### src/rtl/tour_cmd_seq.sv
// Tour command sequencer for the Knight's Tour robot.
// While idle, UART commands pass straight through to cmd_proc. After start_tour the block
// takes the command port and replays the stored tour. Each knight move is sent as a vertical
// leg followed by a horizontal leg with fanfare.
`timescale 1ns/1ps
module tour_cmd_seq #(
  parameter int unsigned NUM_MOVES = 24
) (
  input  logic        clk,
  input  logic        rst_n,
  input  logic        start_tour,
  input  logic [7:0]  move,
  output logic [4:0]  mv_indx,
  input  logic [15:0] cmd_UART,
  input  logic        cmd_rdy_UART,
  input  logic        clr_cmd_rdy,
  input  logic        send_resp,
  output logic [15:0] cmd,
  output logic        cmd_rdy,
  output logic        clr_cmd_rdy_UART,
  output logic [7:0]  resp,
  output logic        tour_err
);

  // Command fields
  localparam logic [3:0] OpMove     = 4'h4;
  localparam logic [3:0] OpFanfare  = 4'h5;
  localparam logic [7:0] HeadNorth  = 8'h00;
  localparam logic [7:0] HeadWest   = 8'h3F;
  localparam logic [7:0] HeadSouth  = 8'h7F;
  localparam logic [7:0] HeadEast   = 8'hBF;

  // Response bytes
  localparam logic [7:0] RespFinal  = 8'hA5;
  localparam logic [7:0] RespAck    = 8'h5A;

  // Index of the last move of the tour
  localparam logic [4:0] LastIdx    = 5'(NUM_MOVES - 1);

  typedef enum logic [2:0] {
    StIdle,
    StVert,
    StWaitV,
    StHorz,
    StWaitH
  } state_e;

  state_e      state_q, state_d;
  logic [4:0]  mv_indx_q, mv_indx_d;
  logic        tour_err_q, tour_err_d;

  // Decoded move: sign and magnitude of each leg
  logic        move_legal;
  logic        dx_pos;
  logic        dy_pos;
  logic [3:0]  dx_mag;
  logic [3:0]  dy_mag;
  logic [15:0] vert_leg;
  logic [15:0] horz_leg;
  logic        at_last;

  assign at_last = (mv_indx_q == LastIdx);

  // Decode the one-hot move word into (dx, dy); any other pattern is illegal
  always_comb begin
    move_legal = 1'b1;
    dx_pos     = 1'b1;
    dy_pos     = 1'b1;
    dx_mag     = 4'd0;
    dy_mag     = 4'd0;
    unique case (move)
      8'h01: begin dx_pos = 1'b1; dx_mag = 4'd1; dy_pos = 1'b1; dy_mag = 4'd2; end
      8'h02: begin dx_pos = 1'b0; dx_mag = 4'd1; dy_pos = 1'b1; dy_mag = 4'd2; end
      8'h04: begin dx_pos = 1'b0; dx_mag = 4'd2; dy_pos = 1'b1; dy_mag = 4'd1; end
      8'h08: begin dx_pos = 1'b0; dx_mag = 4'd2; dy_pos = 1'b0; dy_mag = 4'd1; end
      8'h10: begin dx_pos = 1'b0; dx_mag = 4'd1; dy_pos = 1'b0; dy_mag = 4'd2; end
      8'h20: begin dx_pos = 1'b1; dx_mag = 4'd1; dy_pos = 1'b0; dy_mag = 4'd2; end
      8'h40: begin dx_pos = 1'b1; dx_mag = 4'd2; dy_pos = 1'b0; dy_mag = 4'd1; end
      8'h80: begin dx_pos = 1'b1; dx_mag = 4'd2; dy_pos = 1'b1; dy_mag = 4'd1; end
      default: move_legal = 1'b0;
    endcase
  end

  // Build the two cmd_proc commands for the current move
  always_comb begin
    vert_leg = {OpMove, (dy_pos ? HeadNorth : HeadSouth), dy_mag};
    horz_leg = {OpFanfare, (dx_pos ? HeadEast : HeadWest), dx_mag};
  end

  // Next-state, index and sticky error logic
  always_comb begin
    state_d    = state_q;
    mv_indx_d  = mv_indx_q;
    tour_err_d = tour_err_q;
    unique case (state_q)
      StIdle: begin
        if (start_tour) begin
          state_d    = StVert;
          mv_indx_d  = 5'd0;
          tour_err_d = 1'b0;
        end
      end
      StVert: begin
        // A corrupt move word aborts the tour before any leg is offered
        if (!move_legal) begin
          tour_err_d = 1'b1;
          state_d    = StIdle;
        end else if (clr_cmd_rdy) begin
          state_d = StWaitV;
        end
      end
      StWaitV: begin
        if (send_resp) begin
          state_d = StHorz;
        end
      end
      StHorz: begin
        if (clr_cmd_rdy) begin
          state_d = StWaitH;
        end
      end
      StWaitH: begin
        if (send_resp) begin
          if (at_last) begin
            state_d = StIdle;
          end else begin
            mv_indx_d = mv_indx_q + 5'd1;
            state_d   = StVert;
          end
        end
      end
      default: begin
        state_d = StIdle;
      end
    endcase
  end

  // Command port mux: UART passthrough when idle, tour legs otherwise
  always_comb begin
    cmd              = cmd_UART;
    cmd_rdy          = 1'b0;
    clr_cmd_rdy_UART = 1'b0;
    unique case (state_q)
      StIdle: begin
        cmd              = cmd_UART;
        cmd_rdy          = cmd_rdy_UART;
        clr_cmd_rdy_UART = clr_cmd_rdy;
      end
      StVert: begin
        cmd     = vert_leg;
        cmd_rdy = move_legal;
      end
      StWaitV: begin
        cmd = vert_leg;
      end
      StHorz: begin
        cmd     = horz_leg;
        cmd_rdy = 1'b1;
      end
      StWaitH: begin
        cmd = horz_leg;
      end
      default: begin
        cmd = cmd_UART;
      end
    endcase
  end

  // Intermediate legs are acked as non-final; the last move and idle report final
  always_comb begin
    resp = RespAck;
    if ((state_q == StIdle) || at_last) begin
      resp = RespFinal;
    end
  end

  // State, index and error registers
  always_ff @(posedge clk or negedge rst_n) begin
    if (!rst_n) begin
      state_q    <= StIdle;
      mv_indx_q  <= 5'd0;
      tour_err_q <= 1'b0;
    end else begin
      state_q    <= state_d;
      mv_indx_q  <= mv_indx_d;
      tour_err_q <= tour_err_d;
    end
  end

  assign mv_indx  = mv_indx_q;
  assign tour_err = tour_err_q;

endmodule

### config.mk
export PLATFORM = sky130hd
export DESIGN_NAME = tour_cmd_seq
export DESIGN_NICKNAME = d
export VERILOG_FILES = /design/src/rtl/tour_cmd_seq.sv
export SDC_FILE = /design/constraint.sdc
export NUM_CORES = 1
export LEC_CHECK = 0
export BUFFER_PORTS_ARGS = -buffer_cell sky130_fd_sc_hd__buf_2
export CAP_MARGIN = 20
export CORE_ASPECT_RATIO = 0.7
export CORE_MARGIN = 5
export CORE_UTILIZATION = 30
export DETAILED_ROUTE_END_ITERATION = 16
export GPL_ROUTABILITY_DRIVEN = 0
export MAX_ROUTING_LAYER = met4
export PLACE_DENSITY_LB_ADDON = 0.3
export SLEW_MARGIN = 10
export SYNTH_ARGS = -nofsm -noshare
export SYNTH_HDL_FRONTEND = slang
export SYNTH_SLANG_ARGS = --single-unit
export TNS_END_PERCENT = 10
### constraint.sdc
create_clock -name clk -period 2.4 [get_ports clk]
set_clock_uncertainty 0.15 [all_clocks]
set_input_delay 0 -clock clk [delete_from_list [all_inputs] [get_ports clk]]
set_output_delay 0 -clock clk [all_outputs]
set_load 0.02 [all_outputs]
# After elaboration in Yosys (flattened, before gate mapping)
# Index checks and enable logic that the tools add are counted.
[word_totals] register_bits=9 inputBits=30 out_inout_bits=32 word_cells=62
[classes] n_addsub=1 eq_ne=20 mux=24 reduce_logical=14
[op_table] cell="$pmux 16 s2" count=1
[op_table] cell="$mux 3" count=6
[op_table] cell="$mux 8" count=2
[op_table] cell="$reduce_or 4->1" count=4
[op_table] cell="$mux 5" count=3
[op_table] cell="$pmux 3 s5" count=1
[op_table] cell="$ne 2x2->1 const B" count=6
[op_table] cell="$pmux 5 s2" count=1
[op_table] cell="$eq 8x1->1 const B" count=1
[op_table] cell="$eq 8x2->1 const B" count=1
[op_table] cell="$eq 8x3->1 const B" count=1
[op_table] cell="$eq 8x4->1 const B" count=1
[op_table] cell="$eq 8x5->1 const B" count=1
[op_table] cell="$eq 8x6->1 const B" count=1
[op_table] cell="$eq 8x7->1 const B" count=1
[op_table] cell="$eq 8x8->1 const B" count=1
[op_table] cell="$pmux 2 s2" count=2
[op_table] cell="$reduce_or 8->1" count=1
[op_table] cell="$mux 7" count=1
[op_table] cell="$eq 3x2->1 const B" count=2
[op_table] cell="$add 5x1->5 const B" count=1
[op_table] cell="$eq 5x5->1 const B" count=1
[op_table] cell="$mux 1" count=5
[op_table] cell="$reduce_and 5->1" count=1
[op_table] cell="other kinds (11)" count=13

# Depth between registers and ports, before layout
[depth] word_depth=5 mapped_depth=7 depth_no_buf=6

# Least setup slack after synthesis
# No wires, ideal clock.
[synth_path] path_kind="register to output" from="register state_q[1]" to="output resp[3]" arrival_time_ps=2212 t_required_ps=2250 slack_ps=38 path_stages_with_launch=7 path_buffers=3 cell_sequence="dfrtp_1 clkbuf_1 or2_2 buf_2 o21ai_0 inv_1 buf_4"
[synth_via] elab_chain_len=3
[synth_rtl] element="start, declared" line_no="48" rtl="state_e state_q, state_d;"
[synth_rtl] element="start signal, assigned" line_no="180" rtl="state_q <= StIdle;"
[synth_rtl] element="start signal, assigned" line_no="184" rtl="state_q <= state_d;"
[synth_rtl] element="$logic_not 3->1" line_no="172" rtl="if ((state_q == StIdle) || at_last) begin"
[synth_rtl] element="$logic_or 1x1->1" line_no="172"
[synth_rtl] element="$mux 8" line_no="172"
[synth_rtl] element="end, declared" line_no="21" rtl="output logic [7:0] resp,"
# No other way between the ends.

# Worst setup path after layout
[layout_path] from="register state_q[1]" to="output cmd[14]"
[layout_via] elab_chain_len=3 elab_cells_between_ends=7 classes_between="eq/ne (4); mux (1); reduce/logical (2)"
[layout_rtl] element="$eq 3x3->1, or another cell as far along" line_no="143" rtl="unique case (state_q)"
[layout_rtl] element="$reduce_or 2->1 (no line)"
[layout_rtl] element="$pmux 16 s2 (*)" line_no="143"
[layout_rtl] element="end, declared" line_no="18" rtl="output logic [15:0] cmd,"
# Mark *: on every way between the ends. The rest lies on a longest branch, timed or not.

==> results.yml <==
routing:
  drtIter0Drc: 125
  via_count: 1363
  via_per_inst: 5.10
  ant_nets: 0
  drt_wl_total_um: 3600
  drc_errors: 0
  dr.pass1.iters: 4
  wire_per_inst_um: 13.5
synthesis:
  syn_avg_cell_area_sq_um: 7.44
  synth_seq_cells: 9
  synthTopCellsByCount: "nor2_1, o21ai_0, nand2_1"
  ys.flop_type: "dfrtp_1"
  synth_nets: 192
  synth_area_sq_um: 1200
  yosys.area_share.xor_xnor_pct: 5.12
  synthAdderAreaFrac_pct: 1.04
  synth_edf_count: 0
  synth_top_area_share_pct: 18.8
  synth.most_common_cell: "nor2_1"
  syn_inst: 161
  synth_top_family_by_area: "simple AND/OR/NAND/NOR gates"
  ys_seq_area_share_pct: 18.8
  muxShareOfSynthArea_pct: 0
  async_flop_share_pct: 100
  synth_area_leader_cell: "dfrtp_1"
  synth_compound_area_share_pct: 29.4
  synth.top_cells.by_area: "dfrtp_1, o21ai_0, nor2_1"
  synth_cell_types: 45
  synthSimpleGateAreaFrac_pct: 34.1
  yosysWarnings: 0
sta:
  drv_slew: 0
  setup_viol: 0
  final.min_clock_period_ns: 2.19
  tightest_slew_ns: 0.485
  rsz0062_at_grt: "no"
  fmax_mhz: 456
  fin_setup_tns_ns: 0
  layout_setup_ws_ns: 0.209
  slew_headroom_pct: 67.3
  hold_viol: 0
  post-route-period-util_pct: 91.3
clock_network:
  cts_tree: "done"
  cts.sinks: 9
  htreeDepth: 1
  cts_buffers: 3
  clk_latency_ns: 0.24
  postCtsSetupRepairBufs: 0
  cts_root_buf: "clkbuf_8"
  clk_path_buf_depth: 2
  clkTransAtPathRegs_ns: 0.05
global_routing:
  grt_max_degree: 14
  overflow: 0
  grt_pass1_wl_um: 5910
  grt_antenna_before_repair: 0
  first_global_vias: 1205
  track_usage_pct: 13.6
die:
  die_height_um: 62.9
  die_x_um: 85.5
  start_util_pct: 30.7
  design.core.area_sq_um: 3900
  pin_count: 62
  row_count: 19
  die_area_sq_um: 5370
critical_path:
  cp_data_arrival_time_ns: 2.04
  critical-path-max-stage-delay_ns: 0.50
  crit_top_cell: "or2_2"
  cp-start-kind: "register"
  end_kind: "primary output"
  worst-path-buf-inv: 1
  crit_fanout: 11
  critPathKind: "register to primary output"
  crit_family: "simple AND/OR/NAND/NOR gates"
  path_cells: "or2_2 -> nand2_1 -> nor2b_2 -> or2_2 -> buf_2"
  crit_slowest_cell: "dfrtp_1"
  worstPathRequired_ns: 2.25
pwr:
  ir_worst_vdd_v: 0.000192
  p_sw_share_pct: 42.7
  power_density_nw_per_um2: 460
  p_comb_share_pct: 51.3
  netSwitchingPower_mw: 0.307
  internal_power_mw: 0.411
  p_clk_share_pct: 25.1
  seqPwrFrac_pct: 23.6
  leakage_nw: 0.697
finish:
  design_area_sq_um: 1560
  area_growth_pct: 30.1
  nNetsFinal: 247
  antenna_cells: 0
  layout-drive-gt1-share_pct: 39.1
placed_design:
  numPortBuffers: 61
  place_ws_ns: 0.473
  hpwl_um: 2860
  place_area_sq_um: 1470
run:
  maxCapViolations: 0
outcome:
  status: "complete, no violations"
hold_path:
  min_path_type: "primary input to async pin"
## cells in the final DEF, fill, tap and decap left out, types with 5 or more instances in the layout
cell type,netlist,routed
a211oi_2,6,6
a31oi_1,5,5
buf_2,3,61
dfrtp_1,9,9
inv_1,5,5
nand2_1,12,12
nand3_1,9,9
nor2_1,21,20
nor2b_1,7,7
o21ai_0,19,19
## metrics by stage
| stage | total power, mW | utilization (%) | hold WS (ns) | std cells |
|---|---|---|---|---|
| floorplan | 0.434 | - | -0.446 | 161 |
| global route | 0.768 | 40.0 | 0.0263 | 267 |
| finish | 0.717 | 40.0 | 0.00664 | 267 |
| global placement | 0.535 | 37.7 | -0.284 | 259 |
| detailed placement | 0.536 | 37.7 | -0.286 | 259 |
| CTS | 0.725 | 39.9 | 0.00444 | 267 |
## registers in the layout (all words and copies together) (netlist names)
signal and flops:
mv_indx 5, state_q 3, tour_err 1
## worst paths after layout
check | startpoint | to | slack [ns] | depth (start not counted)
max | state_q[1] | cmd[14] | 0.21 | 5
min | rst_n | state_q[1] | 0.007 | 2
max reg2reg | state_q[1] | state_q[2] | 0.47 | 3
min reg2reg | tour_err | tour_err | 0.36 | 1
max in group asynchronous | rst_n | mv_indx[3] | 1.91 | 2
min in group clk | cmd_UART[14] | cmd[14] | 0.15 | 3
## worst register-to-register path: stages (launching register included)
cell           delay [ns]
dfrtp_1              0.50
or2_2                0.44
o31ai_1              0.21
dlygate4sd3_1        0.56
## power groups by stage
| stage | clock [mW] | sequential, mW | combinational [mW] |
|---|---|---|---|
| 5_1_grt | 0.196 | 0.170 | 0.402 |
| 4_1_cts | 0.186 | 0.169 | 0.370 |
| 2_1_floorplan | 0 | 0.170 | 0.264 |
| 6_report | 0.180 | 0.169 | 0.368 |
| 3_5_place_dp | 0 | 0.171 | 0.365 |
| 3_3_place_gp | 0 | 0.171 | 0.364 |
## per-layer routing
metal | up-vias | GRT usage (%) | wire length (um)
met5 | - | - | 0
met1 | 616 | 20.2 | 1840
met4 | 0 | 2.96 | 29
li1 | 688 | - | -
met3 | 5 | 2.37 | 248
met2 | 54 | 19.0 | 1480
## cell families (layout without fill, tap and decap cells)
kind of cell,count (synthesis),after routing
AO/OA/AOI/OAI,49,49
XOR/XNOR,7,7
adder cells (fa/ha/maj),1,1
buffers and inverters,23,77
flip-flops,9,9
AND/OR/NAND/NOR,72,72
## cell type report
type / instances / area [sq um]
multi-input combinational: 129 / 836
sequential: 9 / 225
clock buffer: 4 / 45.0
tap: 52 / 65.1
fill: 412 / 2340
inverter: 5 / 18.8
timing repair buffer: 68 / 368
## what timing repair did
item / 4_1_cts / 5_1_grt
endpoints found under the setup margin: 0 / 1
resized for setup: 0 / 1
endpoints found under the hold margin: 13 / 0
hold buffers: 4 / 0
Note: power is estimated with default switching activity, not from simulation.
